### src/rtl/wb_uart_fifo.sv
// Wishbone byte-wide UART with TX/RX FIFOs and sticky status/error flags.
// Bit timing comes from a fixed system-clock divisor (CLK_DIV clocks per bit).
module wb_uart_fifo #(
  parameter int CLK_DIV = 16,
  parameter int FIFO_AW = 4
) (
  input  logic       clk,
  input  logic       reset,
  input  logic       i_wb_cyc,
  input  logic       i_wb_stb,
  input  logic       i_wb_we,
  input  logic [1:0] i_wb_addr,
  input  logic [7:0] i_wb_data,
  output logic       o_wb_ack,
  output logic       o_wb_stl,
  output logic [7:0] o_wb_data,
  input  logic       i_uart_rx,
  output logic       o_uart_tx,
  output logic       o_irq
);

  localparam int CW    = $clog2(CLK_DIV);
  localparam int DEPTH = 2 ** FIFO_AW;
  localparam logic [CW-1:0] BIT_LAST  = CW'(CLK_DIV - 1);
  localparam logic [CW-1:0] HALF_LAST = CW'(CLK_DIV / 2 - 1);
  localparam logic [FIFO_AW:0] PTR_ONE = (FIFO_AW + 1)'(1);

  typedef enum logic [1:0] {S_IDLE, S_START, S_DATA, S_STOP} uart_state_t;

  logic req, tx_wr, rx_rd, st_wr;
  assign req   = i_wb_cyc & i_wb_stb;
  assign tx_wr = req & i_wb_we & (i_wb_addr == 2'd0);
  assign st_wr = req & i_wb_we & (i_wb_addr == 2'd2);
  assign rx_rd = req & ~i_wb_we & (i_wb_addr == 2'd1);
  assign o_wb_stl = 1'b0;

  // FIFOs: FIFO_AW-bit index plus a wrap bit distinguishes full from empty
  logic [7:0]       tx_mem [DEPTH];
  logic [7:0]       rx_mem [DEPTH];
  logic [FIFO_AW:0] tx_wp, tx_rp, rx_wp, rx_rp;
  logic             tx_empty, tx_full, rx_empty, rx_full;
  logic             tx_push, tx_pop, rx_push, rx_pop;
  logic [7:0]       tx_head, rx_head;

  assign tx_empty = (tx_wp == tx_rp);
  assign tx_full  = (tx_wp[FIFO_AW-1:0] == tx_rp[FIFO_AW-1:0]) && (tx_wp[FIFO_AW] != tx_rp[FIFO_AW]);
  assign rx_empty = (rx_wp == rx_rp);
  assign rx_full  = (rx_wp[FIFO_AW-1:0] == rx_rp[FIFO_AW-1:0]) && (rx_wp[FIFO_AW] != rx_rp[FIFO_AW]);
  assign tx_head  = tx_mem[tx_rp[FIFO_AW-1:0]];
  assign rx_head  = rx_mem[rx_rp[FIFO_AW-1:0]];

  uart_state_t     tx_state, rx_state;
  logic [CW-1:0]   tx_cnt, rx_cnt;
  logic [2:0]      tx_bit, rx_bit;
  logic [7:0]      tx_sh, rx_sh;
  logic            tx_cnt_end, rx_cnt_end;
  logic            rx_s1, rx_s2, rx_brk;
  logic            rx_stop_smp, rx_push_req, ferr_set;
  logic            tx_overflow, rx_overrun, frame_err, tx_busy;

  assign tx_cnt_end = (tx_cnt == BIT_LAST);
  assign rx_cnt_end = (rx_cnt == BIT_LAST);
  assign tx_pop  = ~tx_empty & ((tx_state == S_IDLE) | ((tx_state == S_STOP) & tx_cnt_end));
  assign tx_push = tx_wr & (~tx_full | tx_pop);
  assign rx_pop  = rx_rd & ~rx_empty;
  assign rx_stop_smp = (rx_state == S_STOP) & ~rx_brk & rx_cnt_end;
  assign rx_push_req = rx_stop_smp & rx_s2;
  assign ferr_set    = rx_stop_smp & ~rx_s2;
  assign rx_push     = rx_push_req & (~rx_full | rx_pop);
  assign tx_busy     = (tx_state != S_IDLE) | ~tx_empty;
  assign o_irq       = ~rx_empty | rx_overrun | frame_err;

  always_ff @(posedge clk) begin
    if (tx_push) tx_mem[tx_wp[FIFO_AW-1:0]] <= i_wb_data;
    if (rx_push) rx_mem[rx_wp[FIFO_AW-1:0]] <= rx_sh;
  end

  // Sticky flags: a set in the same cycle as a W1C clear wins
  always_ff @(posedge clk) begin
    if (reset) begin
      tx_wp <= '0; tx_rp <= '0; rx_wp <= '0; rx_rp <= '0;
      tx_overflow <= 1'b0; rx_overrun <= 1'b0; frame_err <= 1'b0;
      o_wb_ack <= 1'b0; o_wb_data <= '0;
    end else begin
      if (tx_push) tx_wp <= tx_wp + PTR_ONE;
      if (tx_pop)  tx_rp <= tx_rp + PTR_ONE;
      if (rx_push) rx_wp <= rx_wp + PTR_ONE;
      if (rx_pop)  rx_rp <= rx_rp + PTR_ONE;
      tx_overflow <= (tx_overflow & ~(st_wr & i_wb_data[7])) | (tx_wr & tx_full & ~tx_pop);
      rx_overrun  <= (rx_overrun  & ~(st_wr & i_wb_data[4])) | (rx_push_req & rx_full & ~rx_pop);
      frame_err   <= (frame_err   & ~(st_wr & i_wb_data[5])) | ferr_set;
      o_wb_ack  <= req;
      o_wb_data <= '0;
      if (req && !i_wb_we) begin
        case (i_wb_addr)
          2'd1:    o_wb_data <= rx_empty ? 8'h00 : rx_head;
          2'd2:    o_wb_data <= {tx_overflow, tx_busy, frame_err, rx_overrun,
                                 rx_full, rx_empty, tx_full, tx_empty};
          default: o_wb_data <= '0;
        endcase
      end
    end
  end

  always_ff @(posedge clk) begin
    if (reset) begin
      tx_state <= S_IDLE; tx_cnt <= '0; tx_bit <= '0; tx_sh <= '0; o_uart_tx <= 1'b1;
    end else begin
      case (tx_state)
        S_IDLE: begin
          o_uart_tx <= 1'b1;
          if (!tx_empty) begin
            tx_sh <= tx_head; tx_cnt <= '0; o_uart_tx <= 1'b0; tx_state <= S_START;
          end
        end
        S_START: begin
          if (tx_cnt_end) begin
            tx_cnt <= '0; tx_bit <= '0; o_uart_tx <= tx_sh[0]; tx_state <= S_DATA;
          end else tx_cnt <= tx_cnt + CW'(1);
        end
        S_DATA: begin
          if (tx_cnt_end) begin
            tx_cnt <= '0;
            if (tx_bit == 3'd7) begin
              o_uart_tx <= 1'b1; tx_state <= S_STOP;
            end else begin
              tx_bit <= tx_bit + 3'd1; tx_sh <= tx_sh >> 1; o_uart_tx <= tx_sh[1];
            end
          end else tx_cnt <= tx_cnt + CW'(1);
        end
        S_STOP: begin
          if (tx_cnt_end) begin
            tx_cnt <= '0;
            if (!tx_empty) begin
              tx_sh <= tx_head; o_uart_tx <= 1'b0; tx_state <= S_START;
            end else tx_state <= S_IDLE;
          end else tx_cnt <= tx_cnt + CW'(1);
        end
      endcase
    end
  end

  // rx_brk holds STOP after a framing error until the line returns high
  always_ff @(posedge clk) begin
    if (reset) begin
      rx_s1 <= 1'b1; rx_s2 <= 1'b1; rx_state <= S_IDLE;
      rx_cnt <= '0; rx_bit <= '0; rx_sh <= '0; rx_brk <= 1'b0;
    end else begin
      rx_s1 <= i_uart_rx;
      rx_s2 <= rx_s1;
      case (rx_state)
        S_IDLE: begin
          rx_brk <= 1'b0;
          if (!rx_s2) begin
            rx_cnt <= '0; rx_state <= S_START;
          end
        end
        S_START: begin
          if (rx_cnt == HALF_LAST) begin
            rx_cnt <= '0; rx_bit <= '0;
            rx_state <= rx_s2 ? S_IDLE : S_DATA;
          end else rx_cnt <= rx_cnt + CW'(1);
        end
        S_DATA: begin
          if (rx_cnt_end) begin
            rx_cnt <= '0;
            rx_sh  <= {rx_s2, rx_sh[7:1]};
            if (rx_bit == 3'd7) rx_state <= S_STOP;
            else rx_bit <= rx_bit + 3'd1;
          end else rx_cnt <= rx_cnt + CW'(1);
        end
        S_STOP: begin
          if (rx_brk) begin
            if (rx_s2) begin
              rx_brk <= 1'b0; rx_state <= S_IDLE;
            end
          end else if (rx_cnt_end) begin
            rx_cnt <= '0;
            if (rx_s2) rx_state <= S_IDLE;
            else rx_brk <= 1'b1;
          end else rx_cnt <= rx_cnt + CW'(1);
        end
      endcase
    end
  end

endmodule

### config.mk
export PLATFORM = sky130hd
export DESIGN_NAME = wb_uart_fifo
export DESIGN_NICKNAME = d
export VERILOG_FILES = /design/src/rtl/wb_uart_fifo.sv
export SDC_FILE = /design/constraint.sdc
export NUM_CORES = 1
export LEC_CHECK = 0
export CAP_MARGIN = 5
export CELL_PAD_IN_SITES_DETAIL_PLACEMENT = 2
export CELL_PAD_IN_SITES_GLOBAL_PLACEMENT = 2
export CORE_AREA = 2 2 178 162
export DETAILED_ROUTE_END_ITERATION = 8
export DIE_AREA = 0 0 180 164
export PLACE_DENSITY = 0.82
export SKIP_LAST_GASP = 1
export SLEW_MARGIN = 10
export SYNTH_ARGS = -nofsm -noshare
export SYNTH_HDL_FRONTEND = slang
export SYNTH_SLANG_ARGS = --single-unit
### constraint.sdc
create_clock -name clk -period 5.35 [get_ports clk]
set_input_delay 1.3375 -clock clk [delete_from_list [all_inputs] [get_ports clk]]
set_output_delay 1.3375 -clock clk [all_outputs]
set_load 0.01 [all_outputs]
; ---- Yosys cells after proc, flatten, opt, wreduce, memory -nomap -nowiden
; Memories as Yosys holds them, arrays and structs flattened. A register that Yosys moved wholly into a read port is not among the register bits.
; Cells that the tools add are included.
[totals]
ramBits = 256
register_bits = 70
n_memories = 2
word_cells = 191
in_bits = 16
[classes]
addsub = 8
reduce_logical = 22
bitwise = 47
eq_ne = 33
n_mux = 58
[memory_table]
columns = name, depth, width, read_ports, rd_ports_with_merged_regs, wr, line
row1 = rx_mem, 16, 8, 1, 1, 1, 39  ; logic [7:0] rx_mem [DEPTH];
row2 = tx_mem, 16, 8, 1, 1, 1, 38  ; logic [7:0] tx_mem [DEPTH];
[op_table]
columns = operator, n
row1 = $mux 4, 10
row2 = $mux 8, 5
row3 = $mux 2, 13
row4 = $ne 2x2->1 const B, 13
row5 = $and 1x1->1, 25
row6 = $pmux 8 s3, 1
row7 = $add 5x1->5 const B, 4
row8 = $mux 3, 6
row9 = $pmux 2 s4, 2
row10 = $pmux 4 s4, 1
row11 = $pmux 8 s2, 1
row12 = $reduce_and 4->1, 4
row13 = $mux 1, 14
row14 = $not 1->1, 13
row15 = $pmux 3 s2, 2
row16 = $eq 2x2->1 const B, 5
row17 = $eq 5x5->1, 2
row18 = $reduce_and 5->1, 2
row19 = $or 1x1->1, 9
row20 = $add 4x1->4 const B, 2
row21 = $eq 4x4->1, 2
row22 = $eq 4x4->1 const B, 2
row23 = $pmux 4 s2, 1
row24 = $reduce_bool 2->1, 4
row25 = other kinds (15), 25

; ---- Depth between registers and ports, before layout
; Gate-level depths: netlist of run 1.
[depth]
word_depth = 8
depth_mapped = 8
mapped_depth_nobuf = 7

; ---- Worst setup path before layout of run 1
; No wires, ideal clock.
[synth_path]
path_type = input-to-reg
startpoint = in i_wb_addr[1]
endpoint = mem rx_mem[3][0] (enable)
t_required_ns = 4.967
cell_stages = 6
arrival_ns = 2.716
path_buffers = 0
path_slack_ns = 2.250
setup_time_ns = 0.383
cell_sequence = inv_1 > ha_1 > and4b_1 > or2_2 > o21ai_0 > nor3_1
[synth_via]
elab_chain_len = 7
[synth_rtl]
columns = item, line
row1 = "start, declared", 12  ; input logic [1:0] i_wb_addr,
row2 = $eq 2x1->1, 34  ; assign rx_rd = req & ~i_wb_we & (i_wb_addr == 2'd1);
row3 = $and 1x1->1, 34
row4 = $and 1x1->1, 65  ; assign rx_pop = rx_rd & ~rx_empty;
row5 = $or 1x1->1, 69  ; assign rx_push = rx_push_req & (~rx_full | rx_pop);
row6 = $and 1x1->1, 69
row7 = $mux 1, 75  ; if (rx_push) rx_mem[rx_wp[FIFO_AW-1:0]] <= rx_sh;
row8 = $mux 1 (implied by the code), 75
row9 = "end, declared", 39
; No other way between the ends.

; ---- Worst setup path after layout of run 1
[layout_path]
startpoint = reg rx_wp[2]
endpoint = out o_irq
[layout_via]
elab_chain_len = 4
[layout_rtl]
columns = item, line
row1 = "start, declared", 40  ; logic [FIFO_AW:0] tx_wp, tx_rp, rx_wp, rx_rp;
row2 = "start signal, assigned", 87  ; if (rx_push) rx_wp <= rx_wp + PTR_ONE;
row3 = $eq 5x5->1, 47  ; assign rx_empty = (rx_wp == rx_rp);
row4 = $not 1->1, 71  ; assign o_irq = ~rx_empty | rx_overrun | frame_err;
row5 = $or 1x1->1 (2 in a row), 71
row6 = "end, declared", 19  ; output logic o_irq
; No other way between the ends.

==> results.cfg, run 1 <==
[run_status]
status = finished, final reports clean

[critical_path]
critPathCaptureType = output pin
cp_max_fo = 8
ff2ff_setup_slack_ns = 2.19
critPathLaunchType = flop
critPathKind = flop to output pin
worstSetupStartpoint = rx_wp[2]
endpoint = o_irq
r2r-start = rx_cnt[0]
worst_ep_required_time_ns = 4.01
cp.arrival_ns = 2.67
r2r-end = rx_mem[0][4]
reg2regPathDepth = 5

[floorplan]
dieArea_um2 = 29500
dieWidth_um = 180
core_um2 = 27600
rows = 58
initial_core_util_pct = 49.5
die_y_um = 164
num_io_pins = 28

[sta]
drv_slew = 0
finalSetupTns_ns = 0
finalCriticalPeriod_ns = 4.01
relSlewSlack_pct = 19.6
finalSetupViolCount = 0
period_share_pct = 74.9
rsz0062_at_grt = no
worst_pin_slew_ns = 1.20
hold_violations = 0
fmax_mhz = 250
finClkSkew_ns = 0.0273

[logic_synthesis]
synth_top_area_share_pct = 56.2
synth_top_flop_cell = edfxtp_1
synth_fp_nets = 926
synth_top_cell_by_area = edfxtp_1
ys_seq_area_share_pct = 67.6
synth.area.top_cells = edfxtp_1, dfxtp_1, mux4_2
synthArstFlopShare_pct = 0
netlist_area_um2 = 13700
synth_cells = 881
yosysWarnings = 0
syn_area_per_cell_um2 = 15.5
synth_edf_count = 256
yosysUniqueCellTypes = 58
ys_ff_latch = 334

[clocking]
path_clk_slew_ns = 0.06
cts.repair.resized = 0
root_buffer = clkbuf_16
ctsHoldBuffers = 0
clock_latency_ns = 0.54
clock_sinks = 334
h-tree-depth = 2
tritoncts = built
cts_setup_buffers = 0
clk_path_buf_depth = 3
cts_inserted_buffers = 36

[placement]
place_hpwl_um = 27600
portBuffers = 26
routabilityCongestion = 0.871

[finish]
multi_input_area_um2 = 4160
nFillCells = 2392
nNetsFinal = 950
syn_to_final_growth_pct = 11.8
register_area_um2 = 9250
layout_commonest_cell = edfxtp_1
layout-drive-gt1-share_pct = 15.8
final_cell_mix = edfxtp_1, dfxtp_1, mux4_2, nor2_1, a21oi_1

[global_route]
grt_overflow = 0
grt_start_max_net_pins = 68
grt_pass1_vias = 9052
grt.total_usage_pct = 31.5
antenna_found_initial = 2
grt_pass1_wl_um = 65900

[detailed_routing]
vias = 8309
drt-wirelength-per-cell_um = 35.0
drc_errors = 0
wirelength_um = 45300
drt-vias-per-instance = 6.43
drt_iter0_drc = 886
postRouteAntennaNets = 0
firstDrtPassIters = 5

[pwr]
power.share.clock_pct = 41.4
ir_drop_v = 0.000258
powerDensity_nw_per_um2 = 374
p_seq_share_pct = 50.2
pwr-share-comb_pct = 8.4
p_switching_w = 0.00145
switching_share_pct = 25.4
p_leak_nw = 5.01
p_int_w = 0.00427
power_w = 0.00572

[job]
timing.max_cap.violations = 0

[min_path]
min_path_type = flop to flop
registers in the layout, summed over array words and instances, names as in the netlist, 2 cells and up, named ones only:
signal and cells:
o_wb_data 8, rx_bit 3, rx_cnt 4, rx_mem 128, rx_rp 5, rx_sh 8
rx_wp 5, tx_bit 3, tx_cnt 4, tx_mem 128, tx_rp 5, tx_sh 8
tx_state 2, tx_wp 5
layout make-up:
type                       instances  share of cell area (%)
antenna                            1                  0.0163
clock buffer                      43                    6.20
clock inverter                    22                   0.760
inverter                          21                   0.515
multi-input combinational        480                    27.1
sequential                       334                    60.5
tap                              360                    2.94
timing repair buffer              32                    1.96
Yosys cell counts (all sizes together) (9+ instances only):
cell    number
a211oi      16
a21oi       58
a22oi       12
and3        29
buf         25
clkbuf      21
dfxtp       78
edfxtp     256
ha          29
inv         21
mux2        12
mux2i       14
mux4        63
nand2       48
nand3       11
nand4        9
nor2        59
nor2b       15
nor3        11
o21ai       11
xnor2       17
worst min path at each step:
stage | start | end | cells after the start
5_1_grt | rx_s1 | rx_s2 | 1
3_3_place_gp | rx_s1 | rx_s2 | 1
3_5_place_dp | rx_s1 | rx_s2 | 1
2_1_floorplan | rx_s1 | rx_s2 | 1
6_report | rx_s1 | rx_s2 | 1
4_1_cts | rx_s1 | rx_s2 | 1
worst max-delay path, stage by stage, from the launching register on:
cell	delay, ns
dfxtp_1	0.60
xnor2_1	0.27
and4_1	0.49
nand4_1	0.21
clkdlybuf4s50_1	0.57
cells by family (layout without fill, tap and decap cells):
group	count (synthesis)	count (layout)	synth area share, %
buf+inv	67	118	2.13
simple gates	216	216	8.12
fa+ha+maj	29	29	2.65
flops	334	334	67.6
mux	89	89	12.4
other cells	1	2	0.0274
xor+xnor	23	23	1.47
compound gates	122	122	5.64
per-layer routing:
| metal | global-route usage [%] | vias to the layer above | wire, um |
|---|---|---|---|
| met5 | 0 | - | 0 |
| met4 | 9.31 | 0 | 1140 |
| met3 | 8.12 | 88 | 3710 |
| met2 | 51.8 | 412 | 22000 |
| met1 | 41.7 | 4357 | 18400 |
| li1 | - | 3452 | - |
power groups by stage:
| stage | registers (W) | logic (W) | clock network (W) |
|---|---|---|---|
| after detailed placement | 0.00293 | 0.000458 | 0 |
| after floorplan | 0.00289 | 0.000337 | 0 |
| final | 0.00287 | 0.000482 | 0.00237 |
| after global placement | 0.00292 | 0.000419 | 0 |
| after CTS | 0.00288 | 0.000482 | 0.00239 |
| after global routing | 0.00288 | 0.000522 | 0.00248 |
metrics by stage:
stage / hold slack [ns] / setup slack, ns / utilization, % / std cells / cell area [um2]
2_1_floorplan: 0.389 / 2.25 / - / 881 / 13700
3_3_place_gp: 0.401 / 1.37 / 51.4 / 1226 / 14200
3_5_place_dp: 0.409 / 0.968 / 51.4 / 1226 / 14200
4_1_cts: 0.423 / 1.22 / 55.3 / 1291 / 15300
5_1_grt: 0.451 / 1.32 / 55.3 / 1292 / 15300
6_report: 0.418 / 1.34 / 55.4 / 1293 / 15300
No activity file was read; power rests on OpenSTA's default activity.
==> run 2: changes to the inputs <==
--- a/config.mk
+++ b/config.mk
@@ -8,10 +8,10 @@
 export CAP_MARGIN = 5
 export CELL_PAD_IN_SITES_DETAIL_PLACEMENT = 2
 export CELL_PAD_IN_SITES_GLOBAL_PLACEMENT = 2
-export CORE_AREA = 2 2 178 162
+export CORE_AREA = 2 2 185 169
 export DETAILED_ROUTE_END_ITERATION = 8
-export DIE_AREA = 0 0 180 164
-export PLACE_DENSITY = 0.82
+export DIE_AREA = 0 0 187 171
+export PLACE_DENSITY = 0.76
 export SKIP_LAST_GASP = 1
 export SLEW_MARGIN = 10
 export SYNTH_ARGS = -nofsm -noshare
==> constraint.sdc (replaced) <==
create_clock -name clk -period 3.7 [get_ports clk]
set_input_delay 0.925 -clock clk [delete_from_list [all_inputs] [get_ports clk]]
set_output_delay 0.925 -clock clk [all_outputs]
set_load 0.01 [all_outputs]
==> results.cfg, run 2 (same netlist as run 1, synthesis figures left out) <==
[critical_path]
critPathCaptureType = output pin
reg2regPathDepth = 5
worst_ep_required_time_ns = 2.77
crit_chain = xnor2_1 > and4_1 > nand4_1 > clkdlybuf4s50_1
r2r-end = tx_mem[10][1]
critPathSlowestCell = dfxtp_1
critPathLaunchType = flop
cpPeakStageDelay_ns = 0.60
cp.arrival_ns = 2.49
cp_max_fo = 8
ff2ff_setup_slack_ns = 0.91
critPathTopFamily = simple AND/OR/NAND/NOR gates
critPathBufInv = 1
critPathKind = flop to output pin
r2r-start = tx_cnt[0]

[floorplan]
core_um2 = 30300
die_y_um = 171
rows = 61
initial_core_util_pct = 45.2
dieWidth_um = 187
num_io_pins = 28
dieArea_um2 = 32000

[detailed_routing]
vias = 8082
drt-wirelength-per-cell_um = 29.6
drt_iter0_drc = 703
firstDrtPassIters = 5
drt-vias-per-instance = 5.99
wirelength_um = 39900
drc_errors = 0
postRouteAntennaNets = 0

[sta]
relSlewSlack_pct = 34.8
fmax_mhz = 293
finClkSkew_ns = 0.0223
drv_slew = 0
hold_ws_ns = 0.423
hold_violations = 0
layout_setup_ws_ns = 0.282
period_share_pct = 92.4
rsz0062_at_grt = no
worst_pin_slew_ns = 0.974
finalCriticalPeriod_ns = 3.42
finalSetupViolCount = 0

[clocking]
h-tree-depth = 2
path_clk_slew_ns = 0.06
cts_inserted_buffers = 37
ctsHoldBuffers = 0
tritoncts = built
cts_setup_buffers = 0
clk_path_buf_depth = 3
clock_latency_ns = 0.54
cts.repair.resized = 0
root_buffer = clkbuf_16
clock_sinks = 334

[global_route]
antenna_found_initial = 0
grt_start_max_net_pins = 68
grt_pass1_wl_um = 59500
grt.total_usage_pct = 25.6
grt_pass1_vias = 8872
grt_overflow = 0

[run_status]
status = finished, final reports clean

[pwr]
p_switching_w = 0.00199
power.share.clock_pct = 42.2
p_seq_share_pct = 49.5
pwr-share-comb_pct = 8.3
p_int_w = 0.00638
switching_share_pct = 23.8
powerDensity_nw_per_um2 = 540
p_leak_nw = 5.08
ir_drop_v = 0.000387

[job]
timing.max_cap.violations = 0

[placement]
placed_area_um2 = 14400
pre_cts_ws_ns = -0.161
place_hpwl_um = 27200
portBuffers = 26
routabilityCongestion = 0.823
placedCellCount = 1282

[finish]
layout-drive-gt1-share_pct = 16.6
fin_util_pct = 51.2
final_area_um2 = 15500
syn_to_final_growth_pct = 13.3
layout_commonest_cell = edfxtp_1
final_cells = 1349
nNetsFinal = 957
final_cell_mix = edfxtp_1, dfxtp_1, mux4_2, nor2_1, a21oi_1
diodes = 0

[min_path]
hold_path.startpoint = rx_s1
min_to = rx_s2
min_path_type = flop to flop
holdPathStages = 1
## run 2: cell types whose count changed in the layout (fill, tap and decap cells not counted), moves of 2 or more
cell and change:
clkinv_2 -2, clkinv_1 -3, clkbuf_16 +2, buf_4 +5, clkbuf_8 +2, inv_6 -2
clkinvlp_4 +2, clkbuf_1 +2
## run 2: worst reg2reg max path, stage by stage (launching register included)
cell and delay, ns:
dfxtp_1 0.43, ha_1 0.27, and3_1 0.36, a21oi_2 0.21, a31oi_4 0.55, and3_1 0.61
## run 2: power groups by stage
stage               registers [W]  clock network (W)  logic (W)
finish                    0.00415            0.00353   0.000699
global route              0.00415            0.00371   0.000765
detailed placement        0.00422                  0   0.000696
floorplan                 0.00418                  0   0.000488
CTS                       0.00414            0.00359   0.000701
global placement          0.00421                  0   0.000635
## run 2: worst max path at each step
stage / start / to / slack (ns) / cells after the start
4_1_cts: rx_wp[3] / o_irq / 0.30 / 4
5_1_grt: rx_wp[3] / o_irq / 0.24 / 4
6_report: rx_wp[3] / o_irq / 0.28 / 4
3_5_place_dp: i_wb_addr[1] / rx_mem[3][4] / -0.16 / 7
2_1_floorplan: i_wb_addr[1] / rx_mem[3][0] / 1.01 / 6
3_3_place_gp: i_wb_addr[1] / rx_mem[3][1] / 0.18 / 7
## run 2: through the flow
step	TNS, ns	power (W)
after CTS	0	0.00843
after floorplan	0	0.00467
after detailed placement	-1.29	0.00492
after global placement	0	0.00484
after global routing	0	0.00863
final	0	0.00838
## run 2: layout make-up
type / count / area, um2
multi-input combinational: 480 / 4160
tap: 409 / 512
timing repair buffer: 38 / 358
sequential: 334 / 9250
clock buffer: 49 / 1030
fill: 2755 / 14800
clock inverter: 18 / 120
inverter: 21 / 78.8
## run 2: per-layer routing
layer | wire (um) | global-route usage (%) | vias up | share of wire, %
met2 | 19500 | 43.2 | 258 | 49
li1 | - | - | 3460 | -
met3 | 2230 | 3.69 | 50 | 5.6
met1 | 17300 | 35.0 | 4314 | 43
met5 | 0 | 0 | - | 0
met4 | 832 | 7.07 | 0 | 2.1
